==> src/rtl/upload_pkg.sv <==
// Shared types and constants for the FIFO upload sequencer.
// Build option: UPLOAD_HEADER_EN enables the leading header word.
package upload_pkg;

  localparam int DEF_DW    = 14;
  localparam int DEF_OW    = 16;
  localparam int DEF_CNT_W = 16;

  localparam logic [7:0] HDR_MAGIC = 8'hA5;

  localparam logic [1:0] BW_14 = 2'b00;
  localparam logic [1:0] BW_12 = 2'b01;
  localparam logic [1:0] BW_10 = 2'b10;
  localparam logic [1:0] BW_8  = 2'b11;

  typedef enum logic [2:0] {
    IDLE,
    HDR,
    RD_A,
    RD_B,
    DRAIN,
    DONE
  } state_t;

  typedef struct packed {
    logic vld;
    logic sel_b;
  } pipe_t;

endpackage

==> src/rtl/sample_formatter.sv <==
// Right-justifies a raw sample to the selected bit width.
// Purely combinational; the caller registers the result.
module sample_formatter
  import upload_pkg::*;
#(
  parameter int DW = DEF_DW,
  parameter int OW = DEF_OW
) (
  input  logic [1:0]    bw,
  input  logic [DW-1:0] sample,
  output logic [OW-1:0] word
);

  always_comb begin
    word = '0;
    unique case (bw)
      BW_14: word = OW'(sample);
      BW_12: word = OW'(sample >> 2);
      BW_10: word = OW'(sample >> 4);
      BW_8:  word = OW'(sample >> 6);
      default: word = '0;
    endcase
  end

endmodule

==> src/rtl/upload_sequencer.sv <==
// Interleaves FIFO A/B samples onto the host bus, A first per pair.
// Build option: UPLOAD_HEADER_EN emits one header word per upload.
module upload_sequencer #(
  parameter int DW    = upload_pkg::DEF_DW,
  parameter int OW    = upload_pkg::DEF_OW,
  parameter int CNT_W = upload_pkg::DEF_CNT_W
) (
  input  logic             rdclk,
  input  logic             rst,
  input  logic             start,
  input  logic             abort,
  input  logic [CNT_W-1:0] num_samples,
  input  logic [1:0]       bw_bits,
  input  logic [DW-1:0]    fifo_dout_a,
  input  logic [DW-1:0]    fifo_dout_b,
  input  logic             fifo_empty_a,
  input  logic             fifo_empty_b,
  output logic             rden_a,
  output logic             rden_b,
  output logic [OW-1:0]    dout,
  output logic             dout_valid,
  output logic             busy,
  output logic             done,
  output logic             underrun
);

  import upload_pkg::*;

  state_t           state;
  logic [CNT_W-1:0] rem;
  logic [1:0]       bw_q;
  pipe_t            p1;
  logic [DW-1:0]    smp;
  logic [OW-1:0]    fmt_word;

  // Read enables must drop in the very cycle abort rises.
  assign rden_a = (state == RD_A) && !fifo_empty_a && !abort;
  assign rden_b = (state == RD_B) && !fifo_empty_b && !abort;

  assign smp = p1.sel_b ? fifo_dout_b : fifo_dout_a;

  sample_formatter #(
    .DW(DW),
    .OW(OW)
  ) u_fmt (
    .bw    (bw_q),
    .sample(smp),
    .word  (fmt_word)
  );

  always_ff @(posedge rdclk) begin
    if (rst) begin
      state      <= IDLE;
      rem        <= '0;
      bw_q       <= '0;
      p1         <= '0;
      dout       <= '0;
      dout_valid <= 1'b0;
      busy       <= 1'b0;
      done       <= 1'b0;
      underrun   <= 1'b0;
    end else begin
      p1.vld     <= rden_a || rden_b;
      p1.sel_b   <= rden_b;
      dout_valid <= p1.vld;
      if (p1.vld)
        dout <= fmt_word;
      done <= 1'b0;
      unique case (state)
        IDLE: begin
          if (start && !abort) begin
            rem      <= num_samples;
            bw_q     <= bw_bits;
            busy     <= 1'b1;
            underrun <= 1'b0;
`ifdef UPLOAD_HEADER_EN
            state <= HDR;
`else
            state <= (num_samples == '0) ? DRAIN : RD_A;
`endif
          end
        end
`ifdef UPLOAD_HEADER_EN
        HDR: begin
          dout       <= OW'({HDR_MAGIC, 2'b00, bw_q, 4'h0});
          dout_valid <= 1'b1;
          state      <= (abort || rem == '0) ? DRAIN : RD_A;
        end
`endif
        RD_A: begin
          if (abort)
            state <= DRAIN;
          else if (fifo_empty_a)
            underrun <= 1'b1;
          else
            state <= RD_B;
        end
        RD_B: begin
          if (abort)
            state <= DRAIN;
          else if (fifo_empty_b)
            underrun <= 1'b1;
          else begin
            rem   <= rem - CNT_W'(1);
            state <= (rem == CNT_W'(1)) ? DRAIN : RD_A;
          end
        end
        DRAIN: state <= DONE;
        DONE: begin
          state <= IDLE;
          busy  <= 1'b0;
          done  <= 1'b1;
        end
        default: state <= IDLE;
      endcase
    end
  end

endmodule
==> config.mk <==
export PLATFORM = sky130hd
export DESIGN_NAME = upload_sequencer
export DESIGN_NICKNAME = d
export VERILOG_FILES = /design/src/rtl/upload_pkg.sv /design/src/rtl/sample_formatter.sv /design/src/rtl/upload_sequencer.sv
export SDC_FILE = /design/constraint.sdc
export NUM_CORES = 1
export LEC_CHECK = 0
export CORE_MARGIN = 2
export CORE_UTILIZATION = 48
export CTS_CLUSTER_SIZE = 16
export DETAILED_ROUTE_END_ITERATION = 7
export GPL_ROUTABILITY_DRIVEN = 0
export PLACE_DENSITY = 0.81
export SLEW_MARGIN = 20
export SYNTH_ARGS = -nofsm -noshare
export SYNTH_HDL_FRONTEND = slang
export SYNTH_SLANG_ARGS = --single-unit
==> constraint.sdc <==
create_clock -name rdclk -period 2.2 [get_ports rdclk]
set_clock_uncertainty 0.05 [all_clocks]
set_input_delay 0.22 -clock rdclk [delete_from_list [all_inputs] [get_ports rdclk]]
set_output_delay 0.22 -clock rdclk [all_outputs]
set_load 0.05 [all_outputs]
==> results.yml <==
run_status:
  status: "finished clean"
clocking:
  cts_tree: "yes"
  cts_sinks: 41
  cts.path.max_buffers: 2
  postCtsHoldBufs: 0
  cts_made_buffers: 5
  cts.clk_slew.worst_paths_ns: 0.08
  clk_latency_ns: 0.29
  clock-root-buffer: "clkbuf_8"
  h-tree-depth: 2
setup_path:
  worst-endpoint-arrival_ns: 1.79
  ff2ff_setup_slack_ns: 0.14
  crit_path_top_delay_cell: "nand3b_1"
  cpLargestDelayFamily: "simple AND/OR/NAND/NOR gates"
  rr_worst_depth: 6
  r2r_end: "rem[12]"
  max_stage_delay_ns: 0.51
  worstSetupPathType: "register to primary output"
  worstSetupEndpointType: "primary output"
  required_ns: 1.93
  crit_path_start_kind: "register"
  path_depth: 3
  cp-endpoint: "rden_b"
  r2r_start: "rem[0]"
  critPathLaunch: "state[2]"
  path_buf_inv: 1
  path_cells: "nand3b_1 -> nor3_4 -> buf_12"
  cp_max_fo: 10
cells_and_area:
  antenna_cells: 0
  final_nets: 424
  fill_cells: 433
  finish.instance_area_um2: 3490
  area_delta_synth_final_pct: 37.7
  final_core_util: 0.683
  final_cells: 440
  drive_gt1_frac: 0.119
synth:
  synth-seq-cells: 41
  syn_inst: 300
  yosys_warnings: 0
  synth_edf_count: 0
  ys_types: 51
  ys_top_cells_by_count: "dfxtp_1 (41), nor2_1 (31), mux2i_1 (25), a21oi_1 (20), o21ai_0 (18)"
  synthesis.area_um2: 2530
  yosysMostFrequentCell: "dfxtp_1"
  synth_top_area_frac: 0.324
  ys.flop_type: "dfxtp_1"
  synthArstFlopShare: 0
  synth_area_per_cell_um2: 8.44
  seq_area_frac_synth: 0.324
  synth_top_cell_by_area: "dfxtp_1"
  synth_area_leaders: "dfxtp_1 (32%), mux2i_1 (9.9%), mux4_2 (7.1%)"
grt:
  grt_usage: 0.236
  antenna_found_initial: 0
  grt_max_degree: 23
  grt_first_pass_wirelength_mm: 11.2
  grt_remaining_overflow: 0
  grt_pass1_vias: 2352
sta:
  post-route-period-util: 0.936
  fmax_mhz: 486
  slew_headroom: 0.560
  setup_tns_ns: 0
  rsz0062_at_grt: "false"
  worst_pin_slew_ns: 0.659
  hold_viol: 0
  finalHoldWorstSlack_ns: 0.411
  setup_violations: 0
  slew_violations: 0
  fin_ws_ns: 0.142
  min_period_ns: 2.06
detailed_routing:
  route.vias.total: 2593
  first_pass_iters: 5
  drcViolationCount: 0
  first_iter_violations: 245
  via_per_inst: 5.89
  wirelength_mm: 6.78
  drtAntennaViolNets: 0
  wl_per_cell_um: 15.4
die:
  die_h_um: 76.6
  ioPinCount: 74
  row_count: 26
  die-area_um2: 5870
  core_area_um2: 5110
  start_util: 0.496
  fp.dieW_um: 76.6
placed_design:
  dpl.hpwl_mm: 5.16
  placed_area_um2: 3390
  dp_cells: 433
  portBuffers: 71
  dp_slack_ns: 0.203
worst_hold_path:
  min_path_type: "register to register"
power_and_ir_drop:
  leakage_nw: 1.21
  total_power_mw: 1.79
  ir_worst_vdd_v: 0.000328
  p_per_area_nw_per_um2: 512
job:
  maxCapViolCount: 0
## state kept, by name, indices dropped and copies added, names as in the netlist
name        flops
p1              2
bw_q            2
dout_valid      1
dout           14
rem            16
state           3
busy            1
done            1
underrun        1
## what timing repair did
item,CTS,global route
buffers inserted,0,0
gates resized for setup,0,2
setup endpoints to repair,0,2
## cell type report
type,count,area [um^2],area share
inverter,7,26.3,0.00753
tap,70,87.6,0.0251
sequential,41,821,0.235
multi-input combinational,226,1590,0.455
timing repair buffer,89,878,0.252
clock buffer,7,86.3,0.0248
## layer usage
layer | vias up | share of wire | GRT usage
met5 | - | 0 | 0
met4 | 0 | 0.023 | 0.0873
met3 | 14 | 0.094 | 0.0735
met2 | 150 | 0.48 | 0.395
met1 | 1179 | 0.40 | 0.286
li1 | 1250 | - | -
## how the worst min path moves through the flow
stage | cells past startpoint | startpoint | to
5_1_grt | 2 | busy | busy
3_5_place_dp | 2 | busy | busy
2_1_floorplan | 2 | bw_bits[0] | bw_q[0]
4_1_cts | 2 | busy | busy
3_3_place_gp | 2 | busy | busy
6_report | 2 | busy | busy
## layout by cell type, fill, tap and decap left out, types with 2 or more instances in the layout
cell	n
a211oi_1	12
a21boi_0	3
a21oi_1	20
a31oi_1	4
and2_1	4
and3b_1	2
buf_12	3
buf_4	17
clkbuf_8	6
clkdlybuf4s50_1	69
conb_1	2
dfxtp_1	41
ha_1	2
inv_1	7
mux2_2	3
mux2i_1	25
mux4_2	8
nand2_1	16
nand3_1	5
nand3b_1	3
nand4_1	4
nor2_1	31
nor2b_1	6
nor3_1	11
nor3_2	2
nor3b_1	3
nor4_1	8
o211ai_1	7
o21a_1	3
o21ai_0	18
o32ai_1	2
or3_1	2
or4_1	2
## worst min-delay path, delay by kind of cell, from the launching register on
| family | cells | cell delay (ns) |
|---|---|---|
| DFF | 1 | 0.31 |
| AOI/OAI and AO/OA | 1 | 0.05 |
| and+or+nand+nor | 1 | 0.05 |
## kinds of logic (layout without fill, tap and decap cells)
kind of cell,after synthesis,after routing,synth area share
buffers and inverters,34,103,0.0578
muxes,36,36,0.183
adders and majority gates,2,2,0.00988
DFF,41,41,0.324
and+or+nand+nor,106,106,0.220
other,1,2,0.00148
AOI/OAI and AO/OA,80,80,0.203
## report_power, final
group / internal (mW) / total (mW) / switching [mW]
Sequential: 0.773 / 0.814 / 0.0414
Combinational: 0.239 / 0.471 / 0.232
Clock: 0.249 / 0.500 / 0.251
Note: power is estimated with default switching activity, not from simulation.
==> RTL change: new RTL, config.mk and constraints unchanged <==
Change the package constant `DEF_DW` from 14 to 28.
--- a/src/rtl/upload_pkg.sv
+++ b/src/rtl/upload_pkg.sv
@@ -2,7 +2,7 @@
 // Build option: UPLOAD_HEADER_EN enables the leading header word.
 package upload_pkg;
 
-  localparam int DEF_DW    = 14;
+  localparam int DEF_DW    = 28;
   localparam int DEF_OW    = 16;
   localparam int DEF_CNT_W = 16;
 
Interface: changed (resized fifo_dout_a and fifo_dout_b); port bits go from 74 to 102. No check against the original RTL was run, so the function may have changed too.
==> RTL change against the original RTL <==
- sequential cell count is 2 higher
- setup slack better by 110 ps
- design area is 13% higher
- global-route usage is 0.35 points lower
- critical path depth is 1 higher
- sequential share of layout area is 1.6 points lower
- register-to-register slack better by 220 ps
- synthesized area is 13% higher
- routed wire length is 10% higher
Power is not compared: it rests on default switching activity, and its combinational part moved more than twofold at a synthesized area within 25%.
==> RTL change: results (changes against the original RTL) <==
slowest stage delay, CP: 400 ps (-110 ps)
Final WS setup: 255.8 ps (+114.2 ps)
Post-Synth Adder-Cell Area: 0.8768% (-0.11 points)
post-route ant nets: 0 (unchanged)
Worst-path clk slew: 80 ps (about the same)
Synth Area in Compound Gates: 20.08% (-0.23 points)
synth top area cells: dfxtp_1, mux4_2, mux2i_1
H-tree depth: 2 (unchanged)
M3 GR Usage: 3.889% (-3.5 points)
IO buf count: 89 (+25%)
worst endpoint data arrival time: 1670 ps (-120 ps)
postcts setup bufs: 0 (unchanged)
HPWL Detailed: 5680 um (+10%)
fraction of layout cells with a size suffix above 1: 14.18% (+2.3 points)
post-synthesis mux area share: 22.84% (+4.5 points)
pre-CTS WS: 151.8 ps (-51.29 ps)
DR WL/cell: 16.13 um (+4.7%)
crit-path max FO: 10 (unchanged)
Slowest-stage cell, CP: dfxtp_1
Reg2Reg Depth: 7 (+1)
Seq/Total Area, Yosys: 30.16% (-2.2 points)
fillers: 471 (+8.8%)
1st-pass router iterations: 5 (unchanged)
initial antenna violation count: 0 (unchanged)
DP Area: 3837 um2 (+13%)
R2R Path End: rem[8]$_SDFFE_PP0P_
first-pass GRT wire length: 11,930 um (+6.2%)
met2 GRT Util: 37.52% (-1.9 points)
Initial DRC Count: 197 (-20%)
reg2reg start: rem[0]$_SDFFE_PP0P_
ant diodes: 0 (unchanged)
routed vias: 2,815 (+8.6%)
count of different cell masters after synthesis: 56 (+9.8%)
Largest regs: dout: 16 flops, rem: 16 flops, state: 3 flops
fin nets: 469 (+11%)
M1 GR Usage: 32.28% (+3.7 points)
Tightest Hold Check Type: reg2reg
Mapped Cells: 304 (+1.3%)
vias in the first global route: 2,547 (+8.3%)
Non-Filler Instances: 463 (+5.2%)
status: complete, no violations
Leakage: 1.292 nW
GRT Overall Usage: 23.30% (-0.35 points)
Synth warnings: 0 (unchanged)
cts repair resizes: 0 (unchanged)
R2R setup slack: 360 ps (+220 ps)
CP top delay family: simple AND/OR/NAND/NOR gates
synth cell count leaders: dfxtp_1, nor2_1, mux4_2, a211oi_1, mux2i_1
largest net degree at the start of global routing: 34 (+48%)
crit path to: rden_a
post-route setup TNS: 0 ps (unchanged)
Slew HR: 63.39% (+7.4 points)
P_sw: 0.9096 mW
==> RTL change: how the worst min path moves through the flow <==
stage | slack, ps | from | endpoint | cells past startpoint
after floorplan | 320 | bw_bits[0] | bw_q[0]$_SDFFE_PP0P_ | 2
after global placement | 410 | busy$_SDFFE_PP0P_ | busy$_SDFFE_PP0P_ | 2
after detailed placement | 430 | dout[8]$_SDFFE_PP0P_ | dout[8]$_SDFFE_PP0P_ | 2
after CTS | 440 | dout[8]$_SDFFE_PP0P_ | dout[8]$_SDFFE_PP0P_ | 2
after global routing | 470 | dout[7]$_SDFFE_PP0P_ | dout[7]$_SDFFE_PP0P_ | 2
final | 440 | dout[10]$_SDFFE_PP0P_ | dout[10]$_SDFFE_PP0P_ | 2
==> RTL change: layout make-up <==
class                           count  area (um2)  share of cell area (%)
Sequential cell                    43       862.1                   21.97
Timing Repair Buffer              102        1021                   26.02
Clock buffer                        6       72.57                   1.849
Tap cell                           75       93.84                   2.392
Inverter                           12       45.04                   1.148
Multi-Input combinational cell    223        1817                   46.30
Clock inverter                      2       12.51                  0.3189
==> RTL change: logic make-up (layout without fill, tap and decap cells) <==
kind of cell	after synthesis	count (layout)
adder cells (fa/ha/maj)	2	2
multiplexers	40	40
flip-flops	43	43
AND/OR/NAND/NOR	97	97
buffers and inverters	38	122
AO/OA/AOI/OAI	84	84
==> RTL change: power by group through the flow <==
stage / Clock [mW] / Combinational [mW] / Sequential [mW]
floorplan: 0 / 0.600 / 1.03
global placement: 0 / 0.970 / 0.973
detailed placement: 0 / 0.989 / 0.979
CTS: 0.510 / 0.994 / 0.961
global route: 0.535 / 1.08 / 0.980
finish: 0.494 / 1.00 / 0.965
==> RTL change: routing by layer <==
layer	part of all wire, %	up-vias
li1	-	1342
met1	42	1348
met2	49	119
met3	6.9	6
met4	1.2	0
met5	0	-
